`config.mk`:
```
export PLATFORM = sky130hd
export DESIGN_NAME = cam_stream_gen_flat
export DESIGN_NICKNAME = d
export VERILOG_FILES = /design/src/rtl/cam_pkg.sv /design/src/rtl/cam_stream_gen_if.sv /design/src/rtl/cam_pattern.sv /design/src/rtl/cam_stream_gen.sv /design/src/flat_wrapper.sv
export SDC_FILE = /design/constraint.sdc
export NUM_CORES = 1
export LEC_CHECK = 0
export ABC_AREA = 1
export CAP_MARGIN = 5
export CORE_ASPECT_RATIO = 0.5
export CORE_MARGIN = 4
export CORE_UTILIZATION = 55
export CTS_BUF_LIST = sky130_fd_sc_hd__clkbuf_8
export DETAILED_ROUTE_END_ITERATION = 8
export HOLD_SLACK_MARGIN = 0.02
export PLACE_DENSITY = 0.86
export RECOVER_POWER = 50
export SETUP_SLACK_MARGIN = 0.02
export SLEW_MARGIN = 20
export SYNTH_ARGS = -nofsm -noshare
export SYNTH_HDL_FRONTEND = slang
export SYNTH_SLANG_ARGS = --single-unit
```
`constraint.sdc`:
```
create_clock -name clock -period 5.2 [get_ports clock]
set_input_delay 1.04 -clock clock [delete_from_list [all_inputs] [get_ports clock]]
set_output_delay 1.04 -clock clock [all_outputs]
set_load 0.1 [all_outputs]
```
`src/rtl/cam_pkg.sv`:
```
// Shared types and constants for the camera stream generator.
package cam_pkg;

    // Frame timing phases.
    typedef enum logic [2:0] {
        IDLE,
        VSYNC,
        VBACK,
        ACTIVE,
        VFRONT
    } cam_state_e;

    // Test pattern codes.
    localparam logic [1:0] PAT_GRAD  = 2'd0;
    localparam logic [1:0] PAT_CNT   = 2'd1;
    localparam logic [1:0] PAT_SOLID = 2'd2;
    localparam logic [1:0] PAT_CHK   = 2'd3;

    // Clocks per line: active bytes followed by horizontal blanking.
    function automatic int line_t(input int h_active, input int bpp, input int h_blank);
        return h_active * bpp + h_blank;
    endfunction

endpackage

```
`src/rtl/cam_stream_gen_if.sv`:
```
// Sensor-side video bus: frame sync, line valid and one byte per clock.
interface cam_stream_gen_if #(
    parameter int DATA_W = 8
);
    logic              vsync;
    logic              href;
    logic [DATA_W-1:0] dout;

    // Generator drives the bus.
    modport master (output vsync, output href, output dout);
    // Capture side observes it.
    modport slave  (input vsync, input href, input dout);
endinterface

```
`src/rtl/cam_pattern.sv`:
```
// Combinational pixel generation and byte selection for the test patterns.
module cam_pattern
    import cam_pkg::*;
#(
    parameter int DATA_W = 8,
    parameter int BPP    = 2
) (
    input  logic [1:0]        pat_sel,
    input  logic [7:0]        row,
    input  logic [7:0]        col,
    input  logic              b,
    input  logic [7:0]        byte_cnt,
    input  logic [15:0]       solid,
    output logic [DATA_W-1:0] byte_out
);

    logic [15:0] pix;
    logic [7:0]  sel;

    // Build the 16-bit pixel, then pick the byte for this position in the pixel.
    always_comb begin
        pix = '0;
        case (pat_sel)
            PAT_GRAD:  pix = {row, col};
            PAT_SOLID: pix = solid;
            PAT_CHK:   pix = (row[3] ^ col[3]) ? 16'hFFFF : 16'h0000;
            default:   pix = '0;
        endcase
        // High byte goes first when two bytes make up a pixel.
        sel = (BPP == 2 && !b) ? pix[15:8] : pix[7:0];
        // The byte counter ignores pixel packing entirely.
        if (pat_sel == PAT_CNT) begin
            sel = byte_cnt;
        end
        byte_out = DATA_W'(sel);
    end

endmodule

```
`src/rtl/cam_stream_gen.sv`:
```
// OV7670-style frame timing generator with selectable test patterns.
module cam_stream_gen
    import cam_pkg::*;
#(
    parameter int DATA_W   = 8,
    parameter int H_ACTIVE = 160,
    parameter int V_ACTIVE = 120,
    parameter int BPP      = 2,
    parameter int H_BLANK  = 16,
    parameter int V_SYNC   = 3,
    parameter int V_BACK   = 2,
    parameter int V_FRONT  = 2
) (
    input  logic        clock,
    input  logic        reset,
    input  logic        en,
    input  logic [1:0]  pat_sel,
    input  logic [15:0] solid,
    output logic        frame_done,
    output logic        busy,
    cam_stream_gen_if.master vid
);

    localparam int LINE_T = line_t(H_ACTIVE, BPP, H_BLANK);
    localparam int HW     = $clog2(LINE_T + 1);
    localparam int LW     = $clog2(V_SYNC + V_BACK + V_ACTIVE + V_FRONT + 1);

    localparam logic [HW-1:0] LAST_H = HW'(LINE_T - 1);
    localparam logic [HW-1:0] ACT_B  = HW'(H_ACTIVE * BPP);

    cam_state_e        state_q, state_nxt;
    logic [HW-1:0]     hcnt_q, hcnt_nxt;
    logic [LW-1:0]     lcnt_q, lcnt_nxt;
    logic [7:0]        byte_cnt_q, byte_cnt_nxt;
    logic              start;

    logic [1:0]        pat_q;
    logic [15:0]       solid_q;

    logic              vsync_q, vsync_nxt;
    logic              href_q, href_nxt;
    logic [DATA_W-1:0] dout_q, dout_nxt;
    logic              fd_q, fd_nxt;
    logic              busy_q, busy_nxt;

    logic [7:0]        row_nxt, col_nxt;
    logic              b_nxt;
    logic [DATA_W-1:0] pat_byte;

    // Last line index of each vertical phase.
    function automatic logic [LW-1:0] last_line(input cam_state_e s);
        case (s)
            VSYNC:   return LW'(V_SYNC - 1);
            VBACK:   return LW'(V_BACK - 1);
            ACTIVE:  return LW'(V_ACTIVE - 1);
            VFRONT:  return LW'(V_FRONT - 1);
            default: return '0;
        endcase
    endfunction

    // State, counters and registered outputs.
    always_ff @(posedge clock or negedge reset) begin
        if (!reset) begin
            state_q    <= IDLE;
            hcnt_q     <= '0;
            lcnt_q     <= '0;
            byte_cnt_q <= '0;
            vsync_q    <= 1'b0;
            href_q     <= 1'b0;
            dout_q     <= '0;
            fd_q       <= 1'b0;
            busy_q     <= 1'b0;
        end else begin
            state_q    <= state_nxt;
            hcnt_q     <= hcnt_nxt;
            lcnt_q     <= lcnt_nxt;
            byte_cnt_q <= byte_cnt_nxt;
            vsync_q    <= vsync_nxt;
            href_q     <= href_nxt;
            dout_q     <= dout_nxt;
            fd_q       <= fd_nxt;
            busy_q     <= busy_nxt;
        end
    end

    // Pattern settings are captured once per frame, on the edge that enters VSYNC.
    always_ff @(posedge clock) begin
        if (start) begin
            pat_q   <= pat_sel;
            solid_q <= solid;
        end
    end

    // Next phase and position; every phase is a whole number of lines.
    always_comb begin
        state_nxt = state_q;
        hcnt_nxt  = hcnt_q;
        lcnt_nxt  = lcnt_q;
        start     = 1'b0;
        if (state_q == IDLE) begin
            if (en) begin
                state_nxt = VSYNC;
                hcnt_nxt  = '0;
                lcnt_nxt  = '0;
                start     = 1'b1;
            end
        end else if (hcnt_q != LAST_H) begin
            hcnt_nxt = hcnt_q + 1'b1;
        end else begin
            hcnt_nxt = '0;
            if (lcnt_q != last_line(state_q)) begin
                lcnt_nxt = lcnt_q + 1'b1;
            end else begin
                lcnt_nxt = '0;
                case (state_q)
                    VSYNC:  state_nxt = VBACK;
                    VBACK:  state_nxt = ACTIVE;
                    ACTIVE: state_nxt = VFRONT;
                    VFRONT: begin
                        // en is only looked at here, so frames never stop midway.
                        if (en) begin
                            state_nxt = VSYNC;
                            start     = 1'b1;
                        end else begin
                            state_nxt = IDLE;
                        end
                    end
                    default: state_nxt = IDLE;
                endcase
            end
        end
    end

    // Pixel coordinates of the byte that will be on the bus next clock.
    assign row_nxt = 8'(lcnt_nxt);
    assign col_nxt = 8'(32'(hcnt_nxt) / BPP);
    assign b_nxt   = 1'(32'(hcnt_nxt) % BPP);

    cam_pattern #(
        .DATA_W (DATA_W),
        .BPP    (BPP)
    ) u_pattern (
        .pat_sel  (pat_q),
        .row      (row_nxt),
        .col      (col_nxt),
        .b        (b_nxt),
        .byte_cnt (byte_cnt_q),
        .solid    (solid_q),
        .byte_out (pat_byte)
    );

    // Output values for the next clock, derived from the next state so they can be registered.
    always_comb begin
        vsync_nxt    = (state_nxt == VSYNC);
        href_nxt     = (state_nxt == ACTIVE) && (hcnt_nxt < ACT_B);
        dout_nxt     = href_nxt ? pat_byte : '0;
        fd_nxt       = (state_nxt == VFRONT) && (hcnt_nxt == LAST_H) &&
                       (lcnt_nxt == LW'(V_FRONT - 1));
        busy_nxt     = (state_nxt != IDLE);
        byte_cnt_nxt = start ? 8'd0 : byte_cnt_q + 8'(href_nxt);
    end

    assign vid.vsync  = vsync_q;
    assign vid.href   = href_q;
    assign vid.dout   = dout_q;
    assign frame_done = fd_q;
    assign busy       = busy_q;

endmodule

```
`src/flat_wrapper.sv`:
```
// flat-port wrapper written by rule: the top's interface ports become plain ports
module cam_stream_gen_flat import cam_pkg::*;
#(
    parameter int DATA_W   = 8,
    parameter int H_ACTIVE = 160,
    parameter int V_ACTIVE = 120,
    parameter int BPP      = 2,
    parameter int H_BLANK  = 16,
    parameter int V_SYNC   = 3,
    parameter int V_BACK   = 2,
    parameter int V_FRONT  = 2
)
  (clock, reset, en, pat_sel, solid, frame_done, busy, vid_vsync, vid_href, vid_dout);
  cam_stream_gen_if #(.DATA_W(DATA_W)) vid_i ();
  input  logic clock;
  input  logic reset;
  input  logic en;
  input  logic [1:0] pat_sel;
  input  logic [15:0] solid;
  output logic frame_done;
  output logic busy;
  output wire logic [$bits(vid_i.vsync)-1:0] vid_vsync;
  output wire logic [$bits(vid_i.href)-1:0] vid_href;
  output wire logic [$bits(vid_i.dout)-1:0] vid_dout;
  assign vid_vsync = vid_i.vsync;
  assign vid_href = vid_i.href;
  assign vid_dout = vid_i.dout;
  cam_stream_gen #(.DATA_W(DATA_W), .H_ACTIVE(H_ACTIVE), .V_ACTIVE(V_ACTIVE), .BPP(BPP), .H_BLANK(H_BLANK), .V_SYNC(V_SYNC), .V_BACK(V_BACK), .V_FRONT(V_FRONT)) u_core (.clock(clock), .reset(reset), .en(en), .pat_sel(pat_sel), .solid(solid), .frame_done(frame_done), .busy(busy), .vid(vid_i));
endmodule
```
==> impl_metrics.toml, run 1 <==
[synth]
syn_avg_cell_area_um2 = 8.05
yosys_warnings = 0
yosys.cell_types.count = 41
synth_fa_ha_area_share_pct = 1.53
synth_seq_area_share_pct = 46.4
ys_ff_latch = 57
synth_area_um2 = 3270
synth-compound-area-share_pct = 5.82
syn_inst = 406
synthXorXnorAreaFrac_pct = 0.804
synth_mux_area_share_pct = 0
synth_top_family_by_area = "simple AND/OR/NAND/NOR gates"
yosys.area_share.simple_pct = 37.2
syn_nets = 431

[power]
finalPower_w = 0.00122
ir_drop_uv = 235
p_per_area_nw_per_um2 = 327
p_leak_nw = 1.77

[critical_path]
reg2reg_depth = 18
critical_path_class = "input pin to flip-flop"
crit_chain = "dlygate4sd3_1, nor2_1, inv_1, nor2_1, nor2_1, a21oi_4, nor2_8, nand3_4, inv_1, ha_1, ha_1, nand2_1, inv_1, nand2_1, nor2_1, nand2_1, xor2_1, nor2_1"
cp-end-kind = "flip-flop"
start_kind = "input pin"
cp_slowest_cell = "nor2_1"
cp.required_ps = 5400
cp.arrival_ps = 4070
critPathMaxFanout = 13
cp_slowest_stage_delay_ps = 600
path_common_cell = "nor2_1"

[finish]
fin_nets = 465
area_growth_pct = 14.1
seqCellArea_um2 = 1520
multiInputGateArea_um2 = 1450
diodes = 0
fillers = 435
drive_above_1_share_pct = 10.8
utilization_pct = 66.5

[cts]
htreeDepth = 3
clock_latency_ps = 330
root_buffer = "clkbuf_8"
cts_setup_buffers = 0
clkTransAtPathRegs_ps = 60
post_cts_resized = 0
cts_sinks = 57
clockBufferDepth = 2
holdBufCountCts = 0
cts_tree = "done"
numCtsBuffers = 9

[detailed_routing]
drt-initial-drc-count = 282
vias = 2785
avgViaCountPerCell = 5.38
antenna_left = 0
totalWireLength_um = 7110
first_pass_iters = 5
drc = 0
wl_per_cell_um = 13.7

[placement]
gp_congestion = 0.900
hpwl_um = 5390
dp_slack_ps = 1350
port_buffers = 32

[die]
die_h_um = 62.5
initial_core_util_pct = 58.3
die_area_um2 = 7320
coreArea_um2 = 5610
boundaryPins = 33
row_count = 19
die_w_um = 117

[job]
cap_viol_max_count = 1

[grt]
grt_pass1_vias = 2584
gr-usage-all-layers_pct = 20.9
grt_pass1_wl_um = 11900
grt_overflow = 0
grt_max_degree = 40
antenna_found_initial = 0

[timing]
slew_viol_final = 40
rsz0062_at_grt = "no"
worst_pin_slew_ps = 2040
max_slew_margin_pct = -35.9
fin_setup_tns_ps = 0
finalCriticalPeriod_ps = 3870
setup_slack_ps = 1330
hold_viol = 0
clock_skew_ps = 5.59
fin_crit_sh_pct = 74.4
max_freq_mhz = 259
setup_viol = 0

[hold_path]
hold_path.class = "flip-flop to flip-flop"
whs_path_depth = 2

[outcome]
status = "finished, violations left"
violations = "max-capacitance violations, max-slew violations"
-- metrics by stage --
step	hold slack, ps	instances	instance area [um2]
global route	590	518	3730
finish	567	518	3730
global placement	537	502	3610
detailed placement	550	502	3610
floorplan	511	406	3270
CTS	565	518	3770
-- layout by cell type, fill, tap and decap left out, drive strengths merged --
cell type,netlist,final
nand2,128,128
inv,52,54
nor2,47,47
dfrtp,39,39
nand3,35,35
nand4,20,20
dlygate4sd3,0,19
a21oi,19,19
edfxtp,18,18
clkdlybuf4s50,0,12
o21ai,12,12
clkbuf,2,10
clkinv,2,7
nor3,6,6
or2,4,4
ha,4,4
xor2,2,2
nor3b,2,2
a31oi,1,1
o22ai,1,1
nand3b,1,1
xnor2,1,1
a22oi,1,1
and3,1,1
nor4,1,1
-- cells in the mapped netlist (all sizes together) --
cell | number | area, um2
nand2 | 128 | 531
inv | 52 | 195
nor2 | 47 | 230
dfrtp | 39 | 976
nand3 | 35 | 208
nand4 | 20 | 140
a21oi | 19 | 106
edfxtp | 18 | 541
o21ai | 12 | 63.8
buf | 7 | 55.1
nor3 | 6 | 46.3
ha | 4 | 50.1
or2 | 4 | 25.0
clkbuf | 2 | 7.51
clkinv | 2 | 12.5
nor3b | 2 | 15.0
xor2 | 2 | 17.5
a22oi | 1 | 7.51
a31oi | 1 | 6.26
and3 | 1 | 7.51
nand3b | 1 | 7.51
nor4 | 1 | 6.26
o22ai | 1 | 6.26
xnor2 | 1 | 8.76
-- flip-flops by register name, summed over array words and instances (netlist names) --
| signal | cells |
|---|---|
| u_core.frame_done | 1 |
| u_core.pat_q | 2 |
| u_core.state_q | 3 |
| u_core.busy | 1 |
| u_core.lcnt_q | 7 |
| u_core.solid_q | 16 |
| u_core.hcnt_q | 9 |
| u_core.vid.dout | 8 |
| u_core.vid.vsync | 1 |
| u_core.vid.href | 1 |
| u_core.byte_cnt_q | 8 |
-- kinds of logic (layout without fill, tap and decap cells) --
family                   count (synthesis)  count (layout)
buffers and inverters                   63             102
AND/OR/NAND/NOR                        245             245
AO/OA/AOI/OAI                           34              34
flip-flops                              57              57
XOR/XNOR                                 3               3
adder cells (fa/ha/maj)                  4               4
-- final cells by class --
cell class              count  share of cell area [%]
flip-flops and latches     57                    40.7
multi-input cells         286                    38.8
repair buffers             32                    8.42
inverters                  54                    5.57
clock buffers               9                    3.32
well taps                  73                    2.45
clock inverters             7                   0.805
-- power breakdown --
group          internal (W)  switching (W)  total (W)
Clock              0.000163       0.000160   0.000322
Combinational      0.000114       0.000233   0.000347
Sequential         0.000502      0.0000482   0.000551
-- critical path: cells and delay by family --
family                   cells  cell delay (ps)
adder cells (fa/ha/maj)      2              410
XOR/XNOR                     1              170
AND/OR/NAND/NOR             10             1340
buffers and inverters        4              920
AO/OA/AOI/OAI                1              190
-- metal layers --
metal  track usage [%]  routed length (um)  up-vias
li1                  -                   -     1390
met4              5.15                  89        0
met2              31.5                3280       98
met3              7.93                 498        9
met1              28.5                3240     1288
met5                 0                   0        -
-- worst paths after layout --
check,slack (ps),startpoint,end
setup / recovery,1330,en,u_core.byte_cnt_q[6]$_DFF_PN0_
min in group asynchronous,1290,reset,u_core.byte_cnt_q[6]$_DFF_PN0_
setup reg to reg,1590,u_core.hcnt_q[1]$_DFF_PN0_,u_core.byte_cnt_q[6]$_DFF_PN0_
max in group asynchronous,2740,reset,u_core.state_q[0]$_DFF_PN0_
hold / removal,570,u_core.byte_cnt_q[7]$_DFF_PN0_,u_core.byte_cnt_q[7]$_DFF_PN0_
hold reg to reg,570,u_core.byte_cnt_q[7]$_DFF_PN0_,u_core.byte_cnt_q[7]$_DFF_PN0_
No activity file was read; power rests on OpenSTA's default activity.
==> inputs of run 2 (changes only) <==
==> constraint.sdc (replaced) <==
create_clock -name clock -period 3.7 [get_ports clock]
set_input_delay 0.74 -clock clock [delete_from_list [all_inputs] [get_ports clock]]
set_output_delay 0.74 -clock clock [all_outputs]
set_load 0.1 [all_outputs]
==> impl_metrics.toml, run 2 (synthesis results as in run 1) <==
[outcome]
status = "finished, violations left"
violations = "max-capacitance violations, max-slew violations"

[timing]
fin_crit_sh_pct = 84.8
max_freq_mhz = 319
max_slew_margin_pct = -36.0
worst_pin_slew_ps = 2040
rsz0062_at_grt = "no"
hold_viol = 0
slew_viol_final = 40
fin_setup_tns_ps = 0
setup_viol = 0
finalCriticalPeriod_ps = 3140
clock_skew_ps = 5.93

[cts]
clockBufferDepth = 2
cts_tree = "done"
root_buffer = "clkbuf_8"
holdBufCountCts = 0
post_cts_resized = 0
clkTransAtPathRegs_ps = 60
htreeDepth = 3
clock_latency_ps = 340
numCtsBuffers = 9
cts_sinks = 57
cts_setup_buffers = 0

[placement]
dpl.cell_count = 505
port_buffers = 32
gp_congestion = 0.903
hpwl_um = 5510

[finish]
drive_above_1_share_pct = 12.1
fin_nets = 468
area_growth_pct = 17.2
largest_register = "u_core.solid_q"
final_cell_mix = "nand2_1, inv_1, nor2_1, dfrtp_1, nand3_1"
finalNonFillerCells = 521
largest_reg_flops = 16
reg_top3 = "u_core.solid_q x16, u_core.hcnt_q x9"
layout_commonest_cell = "nand2_1"
diodes = 0

[die]
initial_core_util_pct = 58.3
die_area_um2 = 7320
die_w_um = 117
coreArea_um2 = 5610
die_h_um = 62.5
boundaryPins = 33
row_count = 19

[critical_path]
reg2reg_depth = 20
cp_slowest_stage_delay_ps = 370
start_kind = "flip-flop"
cp.arrival_ps = 3340
crit_chain = "ha_1, nand2_1, nor2_2, nand2_2, nand2_1, nor2_1, nor2_1, a21oi_4, nor2_8, nand3_4, inv_1, ha_1, ha_1, nand2_1, inv_1, nand2_1, nor2_1, nand2_1, xor2_1, nor2_1"
path_common_cell = "nand2_1"
r2r_slack_ps = 560
critPathMaxFanout = 8
cp.required_ps = 3900
cp_slowest_cell = "dfrtp_1"
cp-end-kind = "flip-flop"
worstReg2RegStart = "u_core.hcnt_q[1]$_DFF_PN0_"
critical_path_class = "flip-flop to flip-flop"
r2r-end = "u_core.byte_cnt_q[6]$_DFF_PN0_"

[power]
clkPwrFrac_pct = 32.0
p_per_area_nw_per_um2 = 494
seqPwrFrac_pct = 40.9
comb_power_share_pct = 27.1
p_leak_nw = 1.81
ir_drop_uv = 404
p_int_w = 0.00125
power_switching_w = 0.000646
swShare_pct = 34.1

[grt]
grt_overflow = 0
grt_pass1_wl_um = 12900
gr-usage-all-layers_pct = 22.6
grt_pass1_vias = 2744
antenna_found_initial = 0
grt_max_degree = 40

[hold_path]
holdPathEnd = "u_core.byte_cnt_q[7]$_DFF_PN0_"
hold_path.class = "flip-flop to flip-flop"
min_from = "u_core.byte_cnt_q[7]$_DFF_PN0_"
whs_path_depth = 2

[detailed_routing]
vias = 2861
wl_per_cell_um = 14.4
antenna_left = 0
totalWireLength_um = 7500
first_pass_iters = 7
drc = 0
avgViaCountPerCell = 5.49
drt-initial-drc-count = 297

[job]
cap_viol_max_count = 1
run 2: final cells by class:
class	instances	area (um2)
clock buffers	9	124
clock inverters	7	85.1
fillers	426	1780
inverters	54	208
multi-input cells	286	1480
flip-flops and latches	57	1520
well taps	73	91.3
repair buffers	35	333
run 2: critical path: cells and delay by family, from the launching register on:
kind / cells / cell delay [ps]
DFF: 1 / 370
and+or+nand+nor: 13 / 1680
xor gates and xnor gates: 1 / 130
buffers and inverters: 2 / 140
adders and majority gates: 3 / 580
AOI/OAI and AO/OA: 1 / 80
run 2: worst max-delay path by stage:
stage	to	cells after the start	startpoint	slack, ps
finish	u_core.byte_cnt_q[6]$_DFF_PN0_	20	u_core.hcnt_q[1]$_DFF_PN0_	560
global route	u_core.byte_cnt_q[6]$_DFF_PN0_	20	u_core.hcnt_q[0]$_DFF_PN0_	190
CTS	u_core.byte_cnt_q[7]$_DFF_PN0_	17	u_core.hcnt_q[1]$_DFF_PN0_	620
detailed placement	u_core.byte_cnt_q[7]$_DFF_PN0_	15	en	400
global placement	u_core.byte_cnt_q[6]$_DFF_PN0_	18	en	500
floorplan	u_core.byte_cnt_q[6]$_DFF_PN0_	18	u_core.hcnt_q[0]$_DFF_PN0_	1110
run 2: power by group through the flow:
stage	Sequential [W]	Combinational (W)	Clock, W
floorplan	0.000774	0.000378	0
global placement	0.000781	0.000494	0
detailed placement	0.000784	0.000500	0
CTS	0.000771	0.000507	0.000616
global route	0.000782	0.000567	0.000651
finish	0.000774	0.000513	0.000606
run 2: stage by stage:
stage	hold WS, ps	setup WS [ps]	total power, W	area (um2)	util [%]
global route	616	190	0.00200	3830	68.3
global placement	537	503	0.00127	3640	64.8
finish	587	562	0.00189	3830	68.3
detailed placement	570	396	0.00128	3640	64.8
floorplan	444	1110	0.00115	3270	-
CTS	529	617	0.00189	3840	68.5
run 2: layer usage:
layer,vias to the layer above,track usage [%],wire (um),part of all wire [%]
li1,1393,-,-,-
met1,1312,30.8,3240,43
met2,137,35.1,3470,46
met3,19,6.67,630,8.4
met4,0,6.15,160,2.1
met5,-,0,0,0
==> inputs of run 3 (changes only) <==
--- a/config.mk
+++ b/config.mk
@@ -9,11 +9,11 @@
 export CAP_MARGIN = 5
 export CORE_ASPECT_RATIO = 0.5
 export CORE_MARGIN = 4
-export CORE_UTILIZATION = 55
+export CORE_UTILIZATION = 53
 export CTS_BUF_LIST = sky130_fd_sc_hd__clkbuf_8
 export DETAILED_ROUTE_END_ITERATION = 8
 export HOLD_SLACK_MARGIN = 0.02
-export PLACE_DENSITY = 0.86
+export PLACE_DENSITY = 0.87
 export RECOVER_POWER = 50
 export SETUP_SLACK_MARGIN = 0.02
 export SLEW_MARGIN = 20
==> constraint.sdc (replaced) <==
create_clock -name clock -period 2.6 [get_ports clock]
set_input_delay 0.52 -clock clock [delete_from_list [all_inputs] [get_ports clock]]
set_output_delay 0.52 -clock clock [all_outputs]
set_load 0.1 [all_outputs]
==> impl_metrics.toml, run 3 (synthesis results as in run 1) <==
[cts]
numCtsBuffers = 9
clock_latency_ps = 360
cts_tree = "done"
cts_sinks = 57
clkTransAtPathRegs_ps = 70
holdBufCountCts = 0
root_buffer = "clkbuf_8"
htreeDepth = 3
clockBufferDepth = 2

[timing]
setup_slack_ps = -100
setup_viol = 4
holdWs_ps = 584
finalCriticalPeriod_ps = 2700
rsz0062_at_grt = "yes"
worst_pin_slew_ps = 2100
max_slew_margin_pct = -40.0
fin_crit_sh_pct = 104
hold_viol = 0
max_freq_mhz = 370
slew_viol_final = 40
clock_skew_ps = 8.09

[grt]
grt_pass1_wl_um = 15500
grt_max_degree = 40
met1_usage_pct = 29.8
grt_use_met3_pct = 8.67
grt_overflow = 0
antenna_found_initial = 0
top_usage_layer = "met2"
gr-usage-met2_pct = 44.8
grt_pass1_vias = 3308
gr-usage-all-layers_pct = 26.5

[critical_path]
cp_slowest_stage_delay_ps = 400
start_kind = "flip-flop"
cp.required_ps = 2820
worstReg2RegStart = "u_core.hcnt_q[1]$_DFF_PN0_"
cp-end-kind = "flip-flop"
startpoint = "u_core.hcnt_q[1]$_DFF_PN0_"
crit_chain = "buf_4, nand2_1, nor2_2, nand3_1, nand2_1, nand3_1, nand2_1, inv_1, a21oi_4, nor2_8, nand3_4, inv_4, ha_4, ha_4, nand2_1, inv_2, nand2_2, nor2_2, nand2_1, xor2_1, nor2_1"
critPathMaxFanout = 4
cp_slowest_cell = "dfrtp_1"
path_common_cell = "nand2_1"
critical_path_class = "flip-flop to flip-flop"
cp.arrival_ps = 2920

[finish]
final_cell_mix = "nand2_1, buf_4, inv_1"
fin_nets = 515
largest_register = "u_core.solid_q"
fillers = 331
multiInputGateArea_um2 = 1610
largest_reg_flops = 16
seqCellArea_um2 = 1520
layout_commonest_cell = "nand2_1"
reg_top3 = "u_core.solid_q x16, u_core.hcnt_q x9"
area_growth_pct = 32.7
diodes = 0
drive_above_1_share_pct = 27.3

[detailed_routing]
vias = 3349
drt-initial-drc-count = 393
totalWireLength_um = 10500
drc = 0
antenna_left = 0
avgViaCountPerCell = 5.78
first_pass_iters = 6
wl_per_cell_um = 18.2

[placement]
gp_congestion = 0.961
dp_slack_ps = -344
hpwl_um = 6150
port_buffers = 32

[outcome]
status = "finished, violations left"
violations = "max-capacitance violations, max-slew violations, negative setup slack"

[power]
ir_drop_uv = 373
finalPower_w = 0.00307
p_leak_nw = 2.09
p_per_area_nw_per_um2 = 708

[die]
boundaryPins = 33
die_h_um = 63.5
die_area_um2 = 7570
initial_core_util_pct = 57.1
die_w_um = 119
coreArea_um2 = 5730
row_count = 19

[hold_path]
min_from = "u_core.byte_cnt_q[7]$_DFF_PN0_"
hold_path.class = "flip-flop to flip-flop"

[job]
cap_viol_max_count = 1
==> run 3: changes by cell type in the layout (fill, tap and decap cells not counted), sizes merged <==
| cell | change |
|---|---|
| clkdlybuf4s50 | -12 |
| clkinvlp | -1 |
| bufinv | +1 |
| clkinv | -1 |
| inv | +1 |
| clkbuf | -1 |
| buf | +60 |
==> run 3: worst max-delay path, delay by kind of cell (launching register included) <==
kind	cells	cell delay [ps]
xor+xnor	1	160
simple gates	13	1090
buf+inv	4	350
fa+ha+maj	2	320
compound gates	1	240
flops	1	400
==> run 3: area by class of cell <==
cell class	count	area share, %
clock inverter	7	2.54
sequential	57	35.0
tap	84	2.42
inverter	54	4.85
multi-input combinational	286	37.1
timing repair buffer	82	15.2
clock buffer	9	2.86
==> run 3: stage by stage <==
stage | instances | cell area (um2) | setup TNS (ps) | utilization [%]
after floorplan | 406 | 3270 | 0 | -
after global placement | 550 | 3870 | -580 | 67.6
after detailed placement | 550 | 3870 | -1170 | 67.6
after CTS | 574 | 4240 | 0 | 73.9
after global routing | 579 | 4340 | -1090 | 75.7
final | 579 | 4340 | -298 | 75.7
==> run 3: what timing repair did <==
item | in CTS | in global routing
gates resized for setup | 15 | 16
setup endpoints to repair | 5 | 6
pin swaps | 14 | 17
setup buffers | 8 | 5
==> run 3: power breakdown <==
group	leakage, nW	switching, W	internal (W)	total [W]
combinational	1.29	0.000619	0.000351	0.000970
clock	0.120	0.000373	0.000628	0.00100
sequential	0.680	0.0000947	0.00101	0.00110
total	2.09	0.00109	0.00198	0.00307
==> run 3: layer usage <==
metal	share of wire [%]	wire length (um)
met5	0	0
met2	47	4940
met3	11	1140
met4	6.7	708
met1	36	3740
==> run 3: worst paths after layout <==
| kind | to | slack (ps) | cells past startpoint |
|---|---|---|---|
| max | u_core.byte_cnt_q[6]$_DFF_PN0_ | -100 | 21 |
| min | u_core.byte_cnt_q[7]$_DFF_PN0_ | 580 | 2 |
| max reg2reg | u_core.byte_cnt_q[6]$_DFF_PN0_ | -100 | 21 |
| min reg2reg | u_core.byte_cnt_q[7]$_DFF_PN0_ | 580 | 2 |
| max in group asynchronous | u_core.hcnt_q[2]$_DFF_PN0_ | 480 | 1 |
| min in group asynchronous | u_core.byte_cnt_q[2]$_DFF_PN0_ | 770 | 1 |
